<file path="src/rtl/apb_pkg.sv">
// Shared APB types and constants for the requester, the slave and the bench.
package apb_pkg;

    localparam int unsigned ADDR_W = 8;
    localparam int unsigned DATA_W = 8;

    // Highest address the zero-wait slave accepts; anything above returns pslverr.
    localparam int unsigned SLV_ADDR_LIMIT = 200;

    typedef enum logic [1:0] {
        IDLE   = 2'd0,
        SETUP  = 2'd1,
        ACCESS = 2'd2,
        RESP   = 2'd3
    } apb_req_state_e;

endpackage : apb_pkg

</file>
<file path="src/rtl/apb_requester_if.sv">
// Command, response and APB bus signals of the requester bundled together.
interface apb_requester_if #(
    parameter int unsigned ADDR_W = apb_pkg::ADDR_W,
    parameter int unsigned DATA_W = apb_pkg::DATA_W
);
    logic              cmd_valid;
    logic              cmd_ready;
    logic              cmd_write;
    logic [ADDR_W-1:0] cmd_addr;
    logic [DATA_W-1:0] cmd_wdata;

    logic              rsp_valid;
    logic              rsp_ready;
    logic [DATA_W-1:0] rsp_rdata;
    logic              rsp_err;
    logic              rsp_tmo;

    logic              psel;
    logic              penable;
    logic              pwrite;
    logic [ADDR_W-1:0] paddr;
    logic [DATA_W-1:0] pwdata;
    logic [DATA_W-1:0] prdata;
    logic              pready;
    logic              pslverr;

    // Requester side: drives the APB bus and the response channel.
    modport master (
        input  cmd_valid, cmd_write, cmd_addr, cmd_wdata,
        input  rsp_ready,
        input  prdata, pready, pslverr,
        output cmd_ready,
        output rsp_valid, rsp_rdata, rsp_err, rsp_tmo,
        output psel, penable, pwrite, paddr, pwdata
    );

    // Environment side: command source, response sink and APB slave.
    modport slave (
        output cmd_valid, cmd_write, cmd_addr, cmd_wdata,
        output rsp_ready,
        output prdata, pready, pslverr,
        input  cmd_ready,
        input  rsp_valid, rsp_rdata, rsp_err, rsp_tmo,
        input  psel, penable, pwrite, paddr, pwdata
    );

endinterface : apb_requester_if

</file>
<file path="src/rtl/apb_requester.sv">
// Single-outstanding APB requester with a wait-state timeout.
// One command at a time: IDLE -> SETUP -> ACCESS -> RESP -> IDLE.
module apb_requester
    import apb_pkg::*;
#(
    parameter int unsigned ADDR_W  = apb_pkg::ADDR_W,
    parameter int unsigned DATA_W  = apb_pkg::DATA_W,
    parameter int unsigned TIMEOUT = 16
) (
    input  logic             pclk,
    input  logic             prst,
    apb_requester_if.master  bus
);

    localparam int unsigned CNT_W = $clog2(TIMEOUT + 1);

    apb_req_state_e    state_q, state_d;
    logic [CNT_W-1:0]  count_q, count_d;
    logic              psel_q, psel_d;
    logic              penable_q, penable_d;
    logic              pwrite_q, pwrite_d;
    logic [ADDR_W-1:0] paddr_q, paddr_d;
    logic [DATA_W-1:0] pwdata_q, pwdata_d;
    logic              rsp_valid_q, rsp_valid_d;
    logic [DATA_W-1:0] rsp_rdata_q, rsp_rdata_d;
    logic              rsp_err_q, rsp_err_d;
    logic              rsp_tmo_q, rsp_tmo_d;

    // State and registered bus/response outputs; reset forces the bus idle at once.
    always_ff @(posedge pclk or negedge prst) begin
        if (!prst) begin
            state_q     <= IDLE;
            count_q     <= '0;
            psel_q      <= 1'b0;
            penable_q   <= 1'b0;
            pwrite_q    <= 1'b0;
            paddr_q     <= '0;
            pwdata_q    <= '0;
            rsp_valid_q <= 1'b0;
            rsp_rdata_q <= '0;
            rsp_err_q   <= 1'b0;
            rsp_tmo_q   <= 1'b0;
        end else begin
            state_q     <= state_d;
            count_q     <= count_d;
            psel_q      <= psel_d;
            penable_q   <= penable_d;
            pwrite_q    <= pwrite_d;
            paddr_q     <= paddr_d;
            pwdata_q    <= pwdata_d;
            rsp_valid_q <= rsp_valid_d;
            rsp_rdata_q <= rsp_rdata_d;
            rsp_err_q   <= rsp_err_d;
            rsp_tmo_q   <= rsp_tmo_d;
        end
    end

    // Next state plus next values of every registered output.
    always_comb begin
        state_d     = state_q;
        count_d     = count_q;
        psel_d      = psel_q;
        penable_d   = penable_q;
        pwrite_d    = pwrite_q;
        paddr_d     = paddr_q;
        pwdata_d    = pwdata_q;
        rsp_valid_d = rsp_valid_q;
        rsp_rdata_d = rsp_rdata_q;
        rsp_err_d   = rsp_err_q;
        rsp_tmo_d   = rsp_tmo_q;

        unique case (state_q)
            IDLE: begin
                if (bus.cmd_valid) begin
                    state_d   = SETUP;
                    count_d   = '0;
                    psel_d    = 1'b1;
                    penable_d = 1'b0;
                    pwrite_d  = bus.cmd_write;
                    paddr_d   = bus.cmd_addr;
                    // Reads present a clean zero on pwdata.
                    pwdata_d  = bus.cmd_write ? bus.cmd_wdata : '0;
                end
            end
            SETUP: begin
                state_d   = ACCESS;
                penable_d = 1'b1;
            end
            ACCESS: begin
                if (bus.pready) begin
                    state_d     = RESP;
                    psel_d      = 1'b0;
                    penable_d   = 1'b0;
                    rsp_valid_d = 1'b1;
                    rsp_err_d   = bus.pslverr;
                    rsp_tmo_d   = 1'b0;
                    rsp_rdata_d = (pwrite_q || bus.pslverr) ? '0 : bus.prdata;
                end else if (count_q == CNT_W'(TIMEOUT - 1)) begin
                    // Slave hung: abandon the transfer with an error completion.
                    state_d     = RESP;
                    psel_d      = 1'b0;
                    penable_d   = 1'b0;
                    rsp_valid_d = 1'b1;
                    rsp_err_d   = 1'b1;
                    rsp_tmo_d   = 1'b1;
                    rsp_rdata_d = '0;
                end else begin
                    count_d = CNT_W'(count_q + 1'b1);
                end
            end
            RESP: begin
                if (bus.rsp_ready) begin
                    state_d     = IDLE;
                    rsp_valid_d = 1'b0;
                end
            end
            default: state_d = IDLE;
        endcase
    end

    // Command acceptance is only possible from IDLE.
    assign bus.cmd_ready = (state_q == IDLE);

    assign bus.psel      = psel_q;
    assign bus.penable   = penable_q;
    assign bus.pwrite    = pwrite_q;
    assign bus.paddr     = paddr_q;
    assign bus.pwdata    = pwdata_q;
    assign bus.rsp_valid = rsp_valid_q;
    assign bus.rsp_rdata = rsp_rdata_q;
    assign bus.rsp_err   = rsp_err_q;
    assign bus.rsp_tmo   = rsp_tmo_q;

endmodule : apb_requester

</file>
<file path="src/flat_wrapper.sv">
// flat-port wrapper written by rule: the top's interface ports become plain ports
module apb_requester_flat import apb_pkg::*;
#(
    parameter int unsigned ADDR_W  = apb_pkg::ADDR_W,
    parameter int unsigned DATA_W  = apb_pkg::DATA_W,
    parameter int unsigned TIMEOUT = 16
)
  (pclk, prst, bus_cmd_valid, bus_cmd_write, bus_cmd_addr, bus_cmd_wdata, bus_rsp_ready, bus_prdata, bus_pready, bus_pslverr, bus_cmd_ready, bus_rsp_valid, bus_rsp_rdata, bus_rsp_err, bus_rsp_tmo, bus_psel, bus_penable, bus_pwrite, bus_paddr, bus_pwdata);
  apb_requester_if #(.ADDR_W(ADDR_W), .DATA_W(DATA_W)) bus_i ();
  input  logic pclk;
  input  logic prst;
  input wire logic [$bits(bus_i.cmd_valid)-1:0] bus_cmd_valid;
  input wire logic [$bits(bus_i.cmd_write)-1:0] bus_cmd_write;
  input wire logic [$bits(bus_i.cmd_addr)-1:0] bus_cmd_addr;
  input wire logic [$bits(bus_i.cmd_wdata)-1:0] bus_cmd_wdata;
  input wire logic [$bits(bus_i.rsp_ready)-1:0] bus_rsp_ready;
  input wire logic [$bits(bus_i.prdata)-1:0] bus_prdata;
  input wire logic [$bits(bus_i.pready)-1:0] bus_pready;
  input wire logic [$bits(bus_i.pslverr)-1:0] bus_pslverr;
  output wire logic [$bits(bus_i.cmd_ready)-1:0] bus_cmd_ready;
  output wire logic [$bits(bus_i.rsp_valid)-1:0] bus_rsp_valid;
  output wire logic [$bits(bus_i.rsp_rdata)-1:0] bus_rsp_rdata;
  output wire logic [$bits(bus_i.rsp_err)-1:0] bus_rsp_err;
  output wire logic [$bits(bus_i.rsp_tmo)-1:0] bus_rsp_tmo;
  output wire logic [$bits(bus_i.psel)-1:0] bus_psel;
  output wire logic [$bits(bus_i.penable)-1:0] bus_penable;
  output wire logic [$bits(bus_i.pwrite)-1:0] bus_pwrite;
  output wire logic [$bits(bus_i.paddr)-1:0] bus_paddr;
  output wire logic [$bits(bus_i.pwdata)-1:0] bus_pwdata;
  assign bus_i.cmd_valid = bus_cmd_valid;
  assign bus_i.cmd_write = bus_cmd_write;
  assign bus_i.cmd_addr = bus_cmd_addr;
  assign bus_i.cmd_wdata = bus_cmd_wdata;
  assign bus_i.rsp_ready = bus_rsp_ready;
  assign bus_i.prdata = bus_prdata;
  assign bus_i.pready = bus_pready;
  assign bus_i.pslverr = bus_pslverr;
  assign bus_cmd_ready = bus_i.cmd_ready;
  assign bus_rsp_valid = bus_i.rsp_valid;
  assign bus_rsp_rdata = bus_i.rsp_rdata;
  assign bus_rsp_err = bus_i.rsp_err;
  assign bus_rsp_tmo = bus_i.rsp_tmo;
  assign bus_psel = bus_i.psel;
  assign bus_penable = bus_i.penable;
  assign bus_pwrite = bus_i.pwrite;
  assign bus_paddr = bus_i.paddr;
  assign bus_pwdata = bus_i.pwdata;
  apb_requester #(.ADDR_W(ADDR_W), .DATA_W(DATA_W), .TIMEOUT(TIMEOUT)) u_core (.pclk(pclk), .prst(prst), .bus(bus_i));
endmodule
</file>
<file path="config.mk">
export PLATFORM = sky130hd
export DESIGN_NAME = apb_requester_flat
export DESIGN_NICKNAME = d
export VERILOG_FILES = /design/src/rtl/apb_pkg.sv /design/src/rtl/apb_requester_if.sv /design/src/rtl/apb_requester.sv /design/src/flat_wrapper.sv
export SDC_FILE = /design/constraint.sdc
export NUM_CORES = 1
export LEC_CHECK = 0
export CAP_MARGIN = 0
export CORE_MARGIN = 2
export CORE_UTILIZATION = 25
export DETAILED_ROUTE_END_ITERATION = 8
export SYNTH_ARGS = -nofsm -noshare
export SYNTH_HDL_FRONTEND = slang
export SYNTH_SLANG_ARGS = --single-unit
</file>
<file path="constraint.sdc">
create_clock -name pclk -period 2.2 [get_ports pclk]
set_input_delay 0.44 -clock pclk [delete_from_list [all_inputs] [get_ports pclk]]
set_output_delay 0.44 -clock pclk [all_outputs]
set_load 0.005 [all_outputs]
</file>
## Word-level counts from Yosys, hierarchy flattened

Cells that the tools add are included.
Widths: inputs -> output; s select.

| storage, ports and cells | value |
|---|---|
| register bits | 37 |
| bits of input ports | 31 |
| output and inout port bits | 31 |
| word-level logic and storage cells | 59 |

| cells by class | value |
|---|---|
| add/subtract/negate cells | 1 |
| eq/ne operators | 9 |
| muxes and demuxes | 25 |
| reductions and logical operators | 13 |

Operator list:

| operator | count |
|---|---|
| $mux 8 | 4 |
| $mux 5 | 3 |
| $reduce_and 3->1 | 4 |
| $pmux 5 s2 | 1 |
| $mux 1 | 9 |
| $mux 2 | 4 |
| $ne 2x2->1 const B | 4 |
| $pmux 2 s4 | 1 |
| $reduce_bool 2->1 | 3 |
| $add 5x1->5 const B | 1 |
| $eq 5x4->1 const B | 1 |
| $eq 2x2->1 const B | 2 |
| $pmux 1 s2 | 2 |
| $reduce_and 2->1 | 2 |
| $reduce_and 4->1 | 1 |
| $ne 3x2->1 const B | 1 |
| $pmux 1 s3 | 1 |
| $reduce_bool 3->1 | 1 |
| $eq 2x1->1 const B | 1 |
| $logic_not 2->1 | 1 |
| $logic_or 1x1->1 | 1 |

## Depth between registers and ports, before layout

| logic depth | value |
|---|---|
| word-level depth | 4 |
| gate-level depth with buffers | 8 |
| gate-level depth less buffers | 7 |

## Worst setup path before layout

Ideal clock, no wire load.

| timing | value |
|---|---|
| path type | register -> register |
| start | register u_core.count_q[0] |
| end | register u_core.count_q[3] |
| setup time | 0.069 ns |
| arrival | 1.745 ns |
| data required time | 2.131 ns |
| setup slack | 0.386 ns |
| cell stages (with the launch flop) | 8 |
| path buffers | 0 |
| period minus slack after synthesis | 1.814 ns |
| cell sequence | dfrtp_1 ha_1 and3_1 ha_1 o21ai_2 nand4_1 or4b_1 nand3_1 |

| on the way | value |
|---|---|
| word-level cells in the longest chain between the ends | 4 |
| elaborated cells between the ends (all ways) | 7 |
| those cells by class | add/sub: 1; eq/ne: 2; mux: 3; reduce/logical: 1 |

Ends and longest elaborated chain:

| what | RTL line | source |
|---|---|---|
| start, declared | apb_requester.sv:18 | `logic [CNT_W-1:0] count_q, count_d;` |
| start signal, assigned | apb_requester.sv:45 | `count_q <= count_d;` |
| $add 5x1->5 | apb_requester.sv:108 | `count_d = CNT_W'(count_q + 1'b1);` |
| $mux 5 | apb_requester.sv:98 | `end else if (count_q == CNT_W'(TIMEOUT - 1)) begin` |
| $mux 5 | apb_requester.sv:90 | `if (bus.pready) begin` |
| $pmux 5 s2 | apb_requester.sv:72 | `unique case (state_q)` |

Parallel ways exist; a longest one is shown, timed or not. The select of a mux whose other input is x is not followed.
A chain may end at the register's enable or synchronous reset.

## Final worst setup path

| timing | value |
|---|---|
| start | register u_core.state_q[0] |
| end | output port bus_cmd_ready |

| on the way | value |
|---|---|
| word-level cells in the longest chain between the ends | 1 |

Ends and longest elaborated chain:

| what | RTL line | source |
|---|---|---|
| start, declared | apb_requester.sv:17 | `apb_req_state_e state_q, state_d;` |
| start signal, assigned | apb_requester.sv:44 | `state_q <= state_d;` |
| $logic_not 2->1 | apb_requester.sv:122 | `assign bus.cmd_ready = (state_q == IDLE);` |
| end, declared | flat_wrapper.sv:20 | `output wire logic [$bits(bus_i.cmd_ready)-1:0] bus_cmd_ready;` |

No other way between the ends.

==> summary.md <==
| Metric | Value |
|---|---|
| Horiz. Die Dim | 85.1 um |
| Placer congestion estimate | 0.798 |
| Die Footprint | 7250 um^2 |
| Hold Crit Class | in2async |
| Synth async-reset ratio | 100% |
| Cell Pwr Density | 1180 nW/um^2 |
| Synth area leaders | dfrtp_1 56%, mux2_1 6.8%, ha_1 6.1% |
| Final Hold Viols | 0 |
| Tcrit/Tclk final | 93.9% |
| Setup violators final | 0 |
| Average vias per placed instance | 4.41 |
| RSZ-0062 raised after global routing | no |
| WL/cell | 12.8 um |
| Vias in the first global route | 1337 |
| Least-Margin Pin Slew | 0.567 ns |
| Final nets | 253 |
| Worst-Skew Late Latency | 0.29 ns |
| Initial core utilization | 25.9% |
| Detailed Place HPWL | 2660 um |
| Clock Sinks | 37 |
| Grt total ovfl | 0 |
| Minimum clock period after layout | 2.06 ns |
| CTS tree | yes |
| Clock buffer count from CTS | 5 |
| Total track usage | 11.3% |
| Status | complete, no violations |
| Commonest cells post-synth | 37 x dfrtp_1, 23 x nand2_1, 11 x a22o_1, 10 x mux2_1, 10 x o21ai_1 |
| DR vias | 1287 |
| Postcts setup bufs | 0 |
| Synth Register Bits | 37 |
| Num ports | 62 |
| Area leader, netlist | dfrtp_1 |
| Max Root-Sink Buffers | 2 |
| Area Overhead vs Synth | 50.9% |
| Setup TNS | 0 ns |
| Layout Cells excl Fill | 292 |
| Initial DRC Count | 65 |
| Worst Skew | 0.00774 ns |
| Initial DRT Pass Iterations | 4 |
| # diodes | 0 |
| CP Class | reg2out |
| First-pass GRT wire length | 6440 um |
| Final Max Tran Viols | 0 |
| Syn_nets | 185 |
| Final ANT Viol Nets | 0 |
| H-tree depth | 2 |
| Ys Warns | 0 |
| Total wire length | 3740 um |
| Register-to-register setup slack | 0.28 ns |
| Post-Syn Area | 1650 um^2 |
| Max VDD drop | 474 uV |
| Slew margin rel. | 62.2% |
| Primary FF master, synth | dfrtp_1 |
| Post-synth top area share | 56.3% |
| CP Capture Type | output port |
| Residual DRC | 0 |
| Mean Syn Cell Area | 11.3 um^2 |
| Largest net degree at the start of global routing | 38 |
| Lkg Pwr | 1.10 nW |
| Layout cells sized above 1 | 10.2% |
| R2R cell count | 7 |
| Core Box Area | 6350 um^2 |
| Crit path DAT | 1.62 ns |
| FP Rows | 29 |
| RR Startpoint | u_core.count_q[0]$_DFFE_PN0P_ |
| Dpl cells | 284 |
| Top-count cell post-synth | dfrtp_1 |
| Peak Freq | 484 MHz |
| Initial antenna violation count | 0 |
| Number of flops mapped to enable cells by yosys | 0 |
| CTS resizes | 0 |
| Max_cap viols | 0 |
| Clk root buf | clkbuf_8 |
| Startpoint types | register |
| Hold buffers post-CTS | 0 |
| Sequential share of the synthesized area | 56.3% |
| Crit-path max FO | 7 |
| Critical R2R Capture | u_core.state_q[1]$_DFFE_PN0P_ |
| Mapped Cells | 146 |
| # port buffers | 61 |
| Die Y | 85.1 um |
| Worst-path clk slew | 0.08 ns |
| Req. time, crit path | 1.76 ns |
| Unique masters post-synth | 29 |
## per-layer routing
| metal | GRT usage (%) | up-vias | share of wire (%) |
|---|---|---|---|
| li1 | - | 641 | - |
| met1 | 13.9 | 605 | 47 |
| met2 | 18.1 | 37 | 46 |
| met3 | 3.70 | 4 | 5.9 |
| met4 | 4.76 | 0 | 1.2 |
| met5 | 0 | - | 0 |
## worst max-delay path by stage
stage / startpoint / endpoint / slack (ns) / cells past startpoint
floorplan: u_core.count_q[0]$_DFFE_PN0P_ / u_core.count_q[3]$_DFFE_PN0P_ / 0.39 / 7
global placement: bus_pready / u_core.state_q[1]$_DFFE_PN0P_ / 0.25 / 5
detailed placement: bus_pready / u_core.state_q[1]$_DFFE_PN0P_ / 0.19 / 5
CTS: u_core.state_q[0]$_DFFE_PN0P_ / bus_cmd_ready / 0.04 / 3
global route: u_core.state_q[0]$_DFFE_PN0P_ / bus_cmd_ready / 0.04 / 3
finish: u_core.state_q[0]$_DFFE_PN0P_ / bus_cmd_ready / 0.14 / 3
## state kept, by name (all words and copies together) (netlist names)
name / flops
u_core.count_q: 5
u_core.bus.pwrite: 1
u_core.state_q: 2
u_core.bus.rsp_tmo: 1
u_core.bus.rsp_rdata: 8
u_core.bus.psel: 1
u_core.bus.rsp_err: 1
u_core.bus.rsp_valid: 1
u_core.bus.pwdata: 8
u_core.bus.paddr: 8
u_core.bus.penable: 1
## cells by family after synthesis
family          after synthesis  synth area share [%]
fa+ha+maj                     8                  6.08
compound gates               35                  14.1
buf+inv                      12                  2.97
flops                        37                  56.3
simple gates                 40                  11.2
mux                          14                  9.43
## cell type report
cell class / count / area [um^2]
fill: 638 / 3870
sequential: 37 / 926
multi-input combinational: 97 / 673
timing repair buffer: 67 / 663
clock buffer: 7 / 96.3
tap: 77 / 96.3
inverter: 6 / 22.5
clock inverter: 1 / 5.00
## placed cells by master (no fill, tap or decap), drive strengths merged
| master | Yosys | layout |
|---|---|---|
| a21o | 1 | 1 |
| a21oi | 6 | 6 |
| a22o | 11 | 11 |
| a31oi | 1 | 1 |
| and3 | 1 | 1 |
| buf | 4 | 7 |
| clkbuf | 2 | 7 |
| clkdlybuf4s50 | 0 | 60 |
| clkinv | 0 | 1 |
| dfrtp | 37 | 37 |
| ha | 8 | 8 |
| inv | 6 | 6 |
| mux2 | 12 | 12 |
| mux2i | 2 | 2 |
| nand2 | 23 | 23 |
| nand2b | 1 | 1 |
| nand3 | 4 | 4 |
| nand4 | 1 | 1 |
| nor2 | 5 | 5 |
| nor2b | 2 | 2 |
| nor3 | 2 | 2 |
| o21ai | 15 | 15 |
| o2bb2ai | 1 | 1 |
| or4b | 1 | 1 |
## power breakdown
part           internal [mW]  switching (mW)  total, mW
registers              0.961           0.176       1.14
logic                  0.780           0.486       1.27
clock network          0.283           0.243      0.526
total                   2.03           0.905       2.93
## worst max-delay path, stage by stage, from the launching register on
cell and delay, ns:
dfrtp_1 0.42, inv_1 0.13, ha_2 0.27, clkdlybuf4s50_1 0.52
## through the flow
step | util, % | worst slack (ns) | power, mW | hold WS (ns) | instance area (um^2)
final | 39.1 | 0.135 | 2.93 | 0.105 | 2480
after global routing | 39.1 | 0.0398 | 3.17 | 0.119 | 2480
after CTS | 39.1 | 0.0353 | 2.99 | 0.105 | 2480
after detailed placement | 37.5 | 0.194 | 2.44 | 0.429 | 2380
after global placement | 37.5 | 0.248 | 2.43 | 0.425 | 2380
after floorplan | - | 0.386 | 1.71 | 0.144 | 1650
(Power assumes the default switching activity.)
